`src/rtl/prog_lut_if.sv`:
```
// prog_lut_if: loader write channel for the programmable branch-target table.
//   valid : loader presents an entry
//   ready : table accepts the entry this cycle
//   key   : branch-instruction address of the entry
//   val   : branch target of the entry
// master = loader side, slave = table side.
interface prog_lut_if #(
   parameter int ADDR_W = 9,
   parameter int VAL_W  = 16
);
   logic              valid;
   logic              ready;
   logic [ADDR_W-1:0] key;
   logic [VAL_W-1:0]  val;

   modport master (output valid, key, val, input ready);
   modport slave  (input valid, key, val, output ready);
endinterface

```
`src/rtl/prog_lut.sv`:
```
// prog_lut: programmable branch-target table (key -> target) with a
// combinational lookup port for fetch and a one-entry-per-cycle clear sweep.
//
// State table
//   state | meaning
//   IDLE  | accepting loader writes; clear request starts a sweep
//   CLEAR | invalidating entry idx_q each cycle; no writes accepted
//
// Ports
//   clk           : clock, all state updates on rising edge
//   rst           : synchronous active-high reset
//   wr            : loader write channel (valid/ready/key/val)
//   clear_i       : request full-table sweep, sampled in IDLE only
//   lut_address_i : lookup key from fetch
//   lut_val_o     : matched target, 0 on miss
//   lut_hit_o     : lookup matched a valid entry
//   count_o       : number of valid entries
//   full_o        : count_o == DEPTH
//   busy_o        : sweep in progress
module prog_lut #(
   parameter int ADDR_W = 9,
   parameter int VAL_W  = 16,
   parameter int DEPTH  = 16,
   parameter int CNT_W  = $clog2(DEPTH + 1)
) (
   input  logic              clk,
   input  logic              rst,
   prog_lut_if.slave         wr,
   input  logic              clear_i,
   input  logic [ADDR_W-1:0] lut_address_i,
   output logic [VAL_W-1:0]  lut_val_o,
   output logic              lut_hit_o,
   output logic [CNT_W-1:0]  count_o,
   output logic              full_o,
   output logic              busy_o
);
   localparam int IDX_W = $clog2(DEPTH);

   typedef enum logic {IDLE, CLEAR} state_t;

   state_t            state_q;
   logic [DEPTH-1:0]  vld_q;
   logic [ADDR_W-1:0] key_q [DEPTH];
   logic [VAL_W-1:0]  val_q [DEPTH];
   logic [CNT_W-1:0]  cnt_q;
   logic [IDX_W-1:0]  idx_q;

   logic              match;
   logic [IDX_W-1:0]  match_idx;
   logic [IDX_W-1:0]  free_idx;
   logic              accept;

   // Keys of valid entries are unique, so at most one entry can match and
   // OR-ing the targets is equivalent to a priority select.
   always_comb begin
      lut_hit_o = 1'b0;
      lut_val_o = '0;
      match     = 1'b0;
      match_idx = '0;
      free_idx  = '0;
      for (int i = 0; i < DEPTH; i++) begin
         if (vld_q[i] && (key_q[i] == lut_address_i)) begin
            lut_hit_o = 1'b1;
            lut_val_o = lut_val_o | val_q[i];
         end
         if (vld_q[i] && (key_q[i] == wr.key)) begin
            match     = 1'b1;
            match_idx = IDX_W'(i);
         end
      end
      // Descending scan leaves the lowest-index free slot.
      for (int i = DEPTH - 1; i >= 0; i--) begin
         if (!vld_q[i]) free_idx = IDX_W'(i);
      end
   end

   assign full_o   = (cnt_q == CNT_W'(DEPTH));
   assign count_o  = cnt_q;
   assign busy_o   = (state_q == CLEAR);
   assign wr.ready = (state_q == IDLE) && !clear_i && (!full_o || match);
   assign accept   = wr.valid && wr.ready;

   // Entry payload carries no reset; only the valid bits define contents.
   always_ff @(posedge clk) begin
      if (accept) begin
         if (match) begin
            val_q[match_idx] <= wr.val;
         end else begin
            key_q[free_idx] <= wr.key;
            val_q[free_idx] <= wr.val;
         end
      end
   end

   always_ff @(posedge clk) begin
      if (rst) begin
         state_q <= IDLE;
         vld_q   <= '0;
         cnt_q   <= '0;
         idx_q   <= '0;
      end else begin
         case (state_q)
            IDLE: begin
               if (clear_i) begin
                  state_q <= CLEAR;
                  idx_q   <= '0;
               end else if (accept && !match) begin
                  vld_q[free_idx] <= 1'b1;
                  cnt_q           <= cnt_q + CNT_W'(1);
               end
            end
            CLEAR: begin
               vld_q[idx_q] <= 1'b0;
               if (vld_q[idx_q]) cnt_q <= cnt_q - CNT_W'(1);
               idx_q <= idx_q + IDX_W'(1);
               if (idx_q == IDX_W'(DEPTH - 1)) state_q <= IDLE;
            end
            default: state_q <= IDLE;
         endcase
      end
   end
endmodule

```
`src/flat_wrapper.sv`:
```
// flat-port wrapper written by rule: the top's interface ports become plain ports
module prog_lut_flat 
#(
   parameter int ADDR_W = 9,
   parameter int VAL_W  = 16,
   parameter int DEPTH  = 16,
   parameter int CNT_W  = $clog2(DEPTH + 1)
)
  (clk, rst, clear_i, lut_address_i, lut_val_o, lut_hit_o, count_o, full_o, busy_o, wr_valid, wr_key, wr_val, wr_ready);
  prog_lut_if #(.ADDR_W(ADDR_W), .VAL_W(VAL_W)) wr_i ();
  input  logic clk;
  input  logic rst;
  input  logic clear_i;
  input  logic [ADDR_W-1:0] lut_address_i;
  output logic [VAL_W-1:0] lut_val_o;
  output logic lut_hit_o;
  output logic [CNT_W-1:0] count_o;
  output logic full_o;
  output logic busy_o;
  input wire logic [$bits(wr_i.valid)-1:0] wr_valid;
  input wire logic [$bits(wr_i.key)-1:0] wr_key;
  input wire logic [$bits(wr_i.val)-1:0] wr_val;
  output wire logic [$bits(wr_i.ready)-1:0] wr_ready;
  assign wr_i.valid = wr_valid;
  assign wr_i.key = wr_key;
  assign wr_i.val = wr_val;
  assign wr_ready = wr_i.ready;
  prog_lut #(.ADDR_W(ADDR_W), .VAL_W(VAL_W), .DEPTH(DEPTH), .CNT_W(CNT_W)) u_core (.clk(clk), .rst(rst), .wr(wr_i), .clear_i(clear_i), .lut_address_i(lut_address_i), .lut_val_o(lut_val_o), .lut_hit_o(lut_hit_o), .count_o(count_o), .full_o(full_o), .busy_o(busy_o));
endmodule
```
`config.mk`:
```
export PLATFORM = sky130hd
export DESIGN_NAME = prog_lut_flat
export DESIGN_NICKNAME = d
export VERILOG_FILES = /design/src/rtl/prog_lut_if.sv /design/src/rtl/prog_lut.sv /design/src/flat_wrapper.sv
export SDC_FILE = /design/constraint.sdc
export NUM_CORES = 1
export LEC_CHECK = 0
export CORE_ASPECT_RATIO = 1.25
export CORE_MARGIN = 5
export CORE_UTILIZATION = 61
export CTS_CLUSTER_DIAMETER = 50
export DETAILED_ROUTE_END_ITERATION = 8
export PLACE_DENSITY = 0.87
export SLEW_MARGIN = 40
export SYNTH_ARGS = -nofsm -noshare
export SYNTH_HDL_FRONTEND = slang
export SYNTH_SLANG_ARGS = --single-unit
```
`constraint.sdc`:
```
create_clock -name clk -period 6.8 [get_ports clk]
set_input_delay 2.04 -clock clk [delete_from_list [all_inputs] [get_ports clk]]
set_output_delay 2.04 -clock clk [all_outputs]
set_load 0.05 [all_outputs]
```
==> flow_metrics.tcl, run 1 <==
set metrics [dict create \
    seq_area_frac_synth_pct 65.9 \
    ys_types 68 \
    cts.sinks 426 \
    worst_hold_slack_ns 0.574 \
    critPathRequiredTime_ns 4.76 \
    core_area_sq_um 30900 \
    num-fill-cells 1809 \
    drt_iter0_markers 1927 \
    area_growth_pct 17.0 \
    fin_nets 1456 \
    synth_edf_count 400 \
    stdcell_area_sq_um 22200 \
    setup_tns_ns 0 \
    drv_slew 0 \
    start_util_pct 61.5 \
    wl_per_cell_microns 28.5 \
    holdPathStages 2 \
    placed_area_sq_um 20900 \
    max_freq_mhz 151 \
    finClkSkew_ns 0.0274 \
    clk_path_buf_depth 3 \
    finalHoldViolCount 0 \
    ir_drop_mv 0.226 \
    arrival_ns 4.56 \
    swShare_pct 21.5 \
    die_w_microns 168 \
    setup_viol 0 \
    cts_resized 0 \
    grt_max_degree 33 \
    slew_headroom_pct 44.2 \
    tightestPinTransition_ns 0.834 \
    critPathMaxFanout 17 \
    grt_pass1_vias 13000 \
    port_buffers 62 \
    clk-insertion-delay-late_ns 0.58 \
    final_util_pct 72.0 \
    critical_path_class "in -> out" \
    dieArea_sq_um 34800 \
    min-delay-start "u_core.count_o[2]" \
    pwr-share-clk_pct 42.4 \
    synth.avg_cell_area_sq_um 14.7 \
    netlist_area_sq_um 19000 \
    r2r_cells 9 \
    p_seq_share_pct 52.2 \
    synth_flop_cell "edfxtp_1" \
    p_per_area_nw_per_um2 249 \
    yosysWarnings 0 \
    pwr-share-comb_pct 5.4 \
    min_to "u_core.count_o[2]" \
    drive_above_1_share_pct 15.2 \
    cts_root_buffer "clkbuf_16" \
    dr_total_vias 12500 \
    numCtsBuffers 41 \
    outcome "complete, no violations" \
    die_y_microns 207 \
    maxCapViolations 0 \
    dp_hpwl_microns 32400 \
    drcViolationCount 0 \
    async_reset_ff_share_pct 0 \
    core.rowCount 72 \
    startpoint_type "input port" \
    cts_tree "done" \
    routed_via_density 6.79 \
    grt_setup_unrepaired "false" \
    layout_commonest_cell "edfxtp_1" \
    reg2reg_to "u_core.val_q[14][10]" \
    ys_seq_elements 426 \
    globalplace.congestion 0.924 \
    grt_pass1_wl_microns 78600 \
    drt-pass1-iter-count 7 \
    grt_overflow 0 \
    routed_wirelength_microns 52600 \
    synthesis.nets 1342 \
    antenna_found_initial 1 \
    htree_levels 2 \
    cts_setup_buffers 0 \
    hp-class "reg -> reg" \
    final_cell_mix "edfxtp_1 (400), xnor2_1 (278), nand4_1 (85), nand2_1 (47), buf_4 (45)" \
    power.leakage_nw 6.81 \
    r2r-start "u_core.key_q[2][8]" \
    synthCells 1296 \
    hold_buffers 0 \
    stdcell_count 1844 \
    io_pins 63 \
    dp_cells 1774 \
    postRouteAntennaNets 0 \
    endpoint_kind "output port" \
    p_int_w 0.00435 \
    p_sw_w 0.00119 \
    path_clk_slew_ns 0.06 \
    r2r_slack_ns 3.04 \
    fin_crit_sh_pct 97.1 \
    antennaDiodeCount 0 \
    min_period_ns 6.60 \
    track_usage_pct 29.8 \
]
state kept, by name, indices dropped and copies added, names as in the netlist:
| signal | cells |
|---|---|
| u_core.key_q | 144 |
| u_core.idx_q | 4 |
| u_core.busy_o | 1 |
| u_core.val_q | 256 |
| u_core.vld_q | 16 |
| u_core.count_o | 5 |
layer usage:
| layer | up-vias | global-route usage [%] | routed length (microns) |
|---|---|---|---|
| li1 | 5215 | - | - |
| met1 | 6049 | 36.0 | 17500 |
| met2 | 988 | 50.8 | 26300 |
| met3 | 260 | 5.85 | 5540 |
| met4 | 0 | 15.4 | 3210 |
| met5 | - | 0 | 0 |
logic make-up after synthesis:
family / Yosys count / synth area share (%)
flip-flops: 426 / 65.9
XOR/XNOR: 292 / 13.5
AND/OR/NAND/NOR: 273 / 8.48
AO/OA/AOI/OAI: 206 / 8.37
buffers and inverters: 83 / 2.46
multiplexers: 8 / 0.750
adder cells (fa/ha/maj): 8 / 0.566
power groups by stage:
stage | combinational, W | sequential [W] | clock, W
floorplan | 0.000172 | 0.00295 | 0
global placement | 0.000287 | 0.00295 | 0
detailed placement | 0.000296 | 0.00295 | 0
CTS | 0.000299 | 0.00289 | 0.00236
global route | 0.000320 | 0.00289 | 0.00249
finish | 0.000300 | 0.00289 | 0.00235
stage by stage:
step           power (W)  setup slack (ns)
3_5_place_dp     0.00324             0.277
2_1_floorplan    0.00312             0.367
5_1_grt          0.00570            0.0413
6_report         0.00554             0.195
3_3_place_gp     0.00323             0.296
4_1_cts          0.00555             0.168
cells in the mapped netlist (all sizes together), types with 8 or more instances:
cell | n | area (sq um)
a21oi | 18 | 90.1
a221oi | 42 | 368
a22o | 42 | 368
a22oi | 44 | 330
and3 | 13 | 81.3
buf | 37 | 295
clkbuf | 23 | 86.3
dfxtp | 26 | 521
edfxtp | 400 | 12000
inv | 23 | 86.3
nand2 | 47 | 176
nand3 | 8 | 40.0
nand4 | 86 | 553
nor2 | 29 | 116
nor3 | 48 | 280
nor4 | 15 | 145
o21ai | 23 | 119
xnor2 | 278 | 2430
xor2 | 14 | 123
worst max path at each step:
stage	depth (start not counted)	start	endpoint	slack (ns)
6_report	11	lut_address_i[6]	lut_val_o[5]	0.20
5_1_grt	11	lut_address_i[6]	lut_val_o[8]	0.04
2_1_floorplan	9	lut_address_i[0]	lut_val_o[11]	0.37
3_5_place_dp	11	lut_address_i[6]	lut_val_o[12]	0.28
3_3_place_gp	11	lut_address_i[6]	lut_val_o[8]	0.30
4_1_cts	11	lut_address_i[6]	lut_val_o[5]	0.17
critical path, cell delays in order:
cell and delay (ns):
clkdlybuf4s50_1 0.63, buf_4 0.24, xnor2_1 0.13, nand4_1 0.12, nor4_2 0.39, buf_6 0.28, a22o_1 0.18, a221oi_1 0.05
and3_1 0.20, nand4_1 0.14, buf_12 0.16
layout make-up:
cell class | instances | area, sq um | share of cell area, %
multi-input cells | 787 | 6190 | 27.8
flip-flops and latches | 426 | 12500 | 56.3
clock inverters | 24 | 327 | 1.47
repair buffers | 131 | 1560 | 7.01
inverters | 23 | 86.3 | 0.388
clock buffers | 46 | 1040 | 4.70
well taps | 407 | 509 | 2.29
Note: power is estimated with default switching activity, not from simulation.
==> inputs of run 2 (changes only) <==
Settings changed: CORE_MARGIN 5 to 2, CORE_UTILIZATION 61 to 50, PLACE_DENSITY 0.87 to 0.75.
Clock period 6.8 ns to 8.2 ns, I/O delays scaled along.
==> run 2 against run 1 <==
  * Utilization is 13 points lower
  * Highest routed layer unchanged
  * Non-clock buffer count is 10 lower
  * Worst hold slack got worse by 0.018 ns
  * Setup slack improved by 0.56 ns
  * Die area rose by 14%
  * Clock power is 17% lower
  * Power shrank 17%
  * Register-to-register slack improved by 1.3 ns
  * Via count is 5.2% lower
  * Global-route usage decreased by 4.8 points
  * Design area down 1.1%
==> flow_metrics.tcl, run 2 (same netlist as run 1, synthesis figures left out) <==
set metrics [dict create \
    outcome "complete, no violations" \
    final_cell_mix "edfxtp_1 (400), xnor2_1 (278), nand4_1 (85), buf_4 (59), nand2_1 (47)" \
    dp_hpwl_microns 31000 \
    ir_drop_mv 0.201 \
    routed_via_density 6.17 \
    dr_total_vias 11900 \
    arrival_ns 4.98 \
    reg_top3 "u_core.val_q: 256 flops, u_core.key_q: 144 flops, u_core.vld_q: 16 flops" \
    port_buffers 62 \
    cts_root_buffer "clkbuf_16" \
    numCtsBuffers 44 \
    max_freq_mhz 134 \
    fin_nets 1449 \
    finClkSkew_ns 0.0407 \
    path_delay_family "buffers and inverters" \
    holdPathStages 2 \
    path_cells "clkdlybuf4s50_1 -> buf_4 -> xnor2_1 -> nand4_1 -> nor3_2 -> buf_4 -> a22o_1 -> a221oi_1 -> and3_1 -> nand4_1 -> buf_12" \
    core_area_sq_um 37400 \
    layout_commonest_cell "edfxtp_1" \
    r2r_slack_ns 4.32 \
    setup_viol 0 \
    largest_reg_flops 256 \
    cts_setup_buffers 0 \
    htree_levels 2 \
    endpoint_kind "output port" \
    power.leakage_nw 6.72 \
    cpMaxStageDelayCell "clkdlybuf4s50_1" \
    antenna_found_initial 0 \
    area_growth_pct 15.8 \
    grt_pass1_wl_microns 73600 \
    wl_per_cell_microns 25.6 \
    globalplace.congestion 0.894 \
    r2r-start "u_core.key_q[13][7]" \
    io_pins 63 \
    die_w_microns 178 \
    register_area_sq_um 12500 \
    grt_pass1_vias 12100 \
    drcViolationCount 0 \
    cts_resized 0 \
    worst_hold_slack_ns 0.555 \
    hp-class "reg -> reg" \
    worst_path_largest_cell_delay_ns 0.45 \
    final_util_pct 58.9 \
    start_util_pct 50.9 \
    die_y_microns 222 \
    finalHoldViolCount 0 \
    grt_max_degree 31 \
    grt_overflow 0 \
    cts_tree "done" \
    critical_path_buf_inv_count 4 \
    dieArea_sq_um 39600 \
    r2r_cells 10 \
    critical_path_class "in -> out" \
    reg2reg_to "u_core.val_q[0][8]" \
    clk_path_buf_depth 3 \
    min-delay-start "u_core.count_o[1]" \
    cts.sinks 426 \
    path_clk_slew_ns 0.06 \
    top_register "u_core.val_q" \
    critPathRequiredTime_ns 5.74 \
    min_period_ns 7.44 \
    startpoint_type "input port" \
    slew_headroom_pct 44.1 \
    setup_tns_ns 0 \
    min_to "u_core.count_o[1]" \
    hold_buffers 0 \
    tightestPinTransition_ns 0.835 \
    critPathMaxFanout 17 \
    postRouteAntennaNets 0 \
    fin_crit_sh_pct 90.8 \
    p_per_area_nw_per_um2 208 \
    maxCapViolations 0 \
    antennaDiodeCount 0 \
    routed_wirelength_microns 49100 \
    clk-insertion-delay-late_ns 0.57 \
    grt_setup_unrepaired "false" \
    track_usage_pct 25.1 \
    drt_iter0_markers 1379 \
    num-fill-cells 2833 \
    multiInputGateArea_sq_um 6180 \
    drt-pass1-iter-count 7 \
    drive_above_1_share_pct 15.0 \
    core.rowCount 79 \
    drv_slew 0 \
]
## run 2: changes by cell type in the layout (fill, tap and decap cells not counted), sizes merged
cell,delta
buf,-10
clkbuf,+6
inv,+2
clkinv,+3
clkinvlp,+1
bufinv,-3
## run 2: final cells by class
class	count	share of cell area [%]
Tap cell	486	2.76
Timing Repair Buffer	121	5.41
Sequential cell	426	56.9
Multi-Input combinational cell	787	28.1
Clock inverter	27	1.23
Clock buffer	52	5.18
Inverter	23	0.392
## run 2: how the worst max path moves through the flow
stage                          start       endpoint  slack [ns]  cells past startpoint
finish              lut_address_i[6]  lut_val_o[10]        0.76                     11
global route        lut_address_i[6]   lut_val_o[1]        0.67                     10
CTS                 lut_address_i[6]   lut_val_o[1]        0.79                     10
detailed placement  lut_address_i[6]   lut_val_o[1]        0.78                     10
global placement    lut_address_i[6]  lut_val_o[10]        0.80                     11
floorplan           lut_address_i[0]  lut_val_o[11]        0.93                      9
## run 2: per-stage QoR
stage	cells	cell area [sq um]	worst slack, ns	total power (W)
4_1_cts	1922	22000	0.785	0.00459
5_1_grt	1922	22000	0.672	0.00469
3_3_place_gp	1841	20600	0.797	0.00267
2_1_floorplan	1296	19000	0.927	0.00259
3_5_place_dp	1843	20600	0.779	0.00267
6_report	1922	22000	0.757	0.00457
## run 2: layer usage
metal,global-route usage [%],up-vias,share of wire [%]
met5,0,-,0
met1,32.7,5928,39
met3,3.65,121,7.9
met2,42.3,605,50
li1,-,5212,-
met4,9.34,0,3.6
## run 2: power by group
group	total (W)	switching (W)	internal, W
Sequential	0.00240	0.0000104	0.00239
Combinational	0.000231	0.000142	0.0000893
Clock	0.00194	0.000838	0.00111
## run 2: tightest hold or removal path, cell delays in order, from the launching register on
cell and delay, ns:
dfxtp_1 0.35, nor2_1 0.11, a211oi_1 0.05
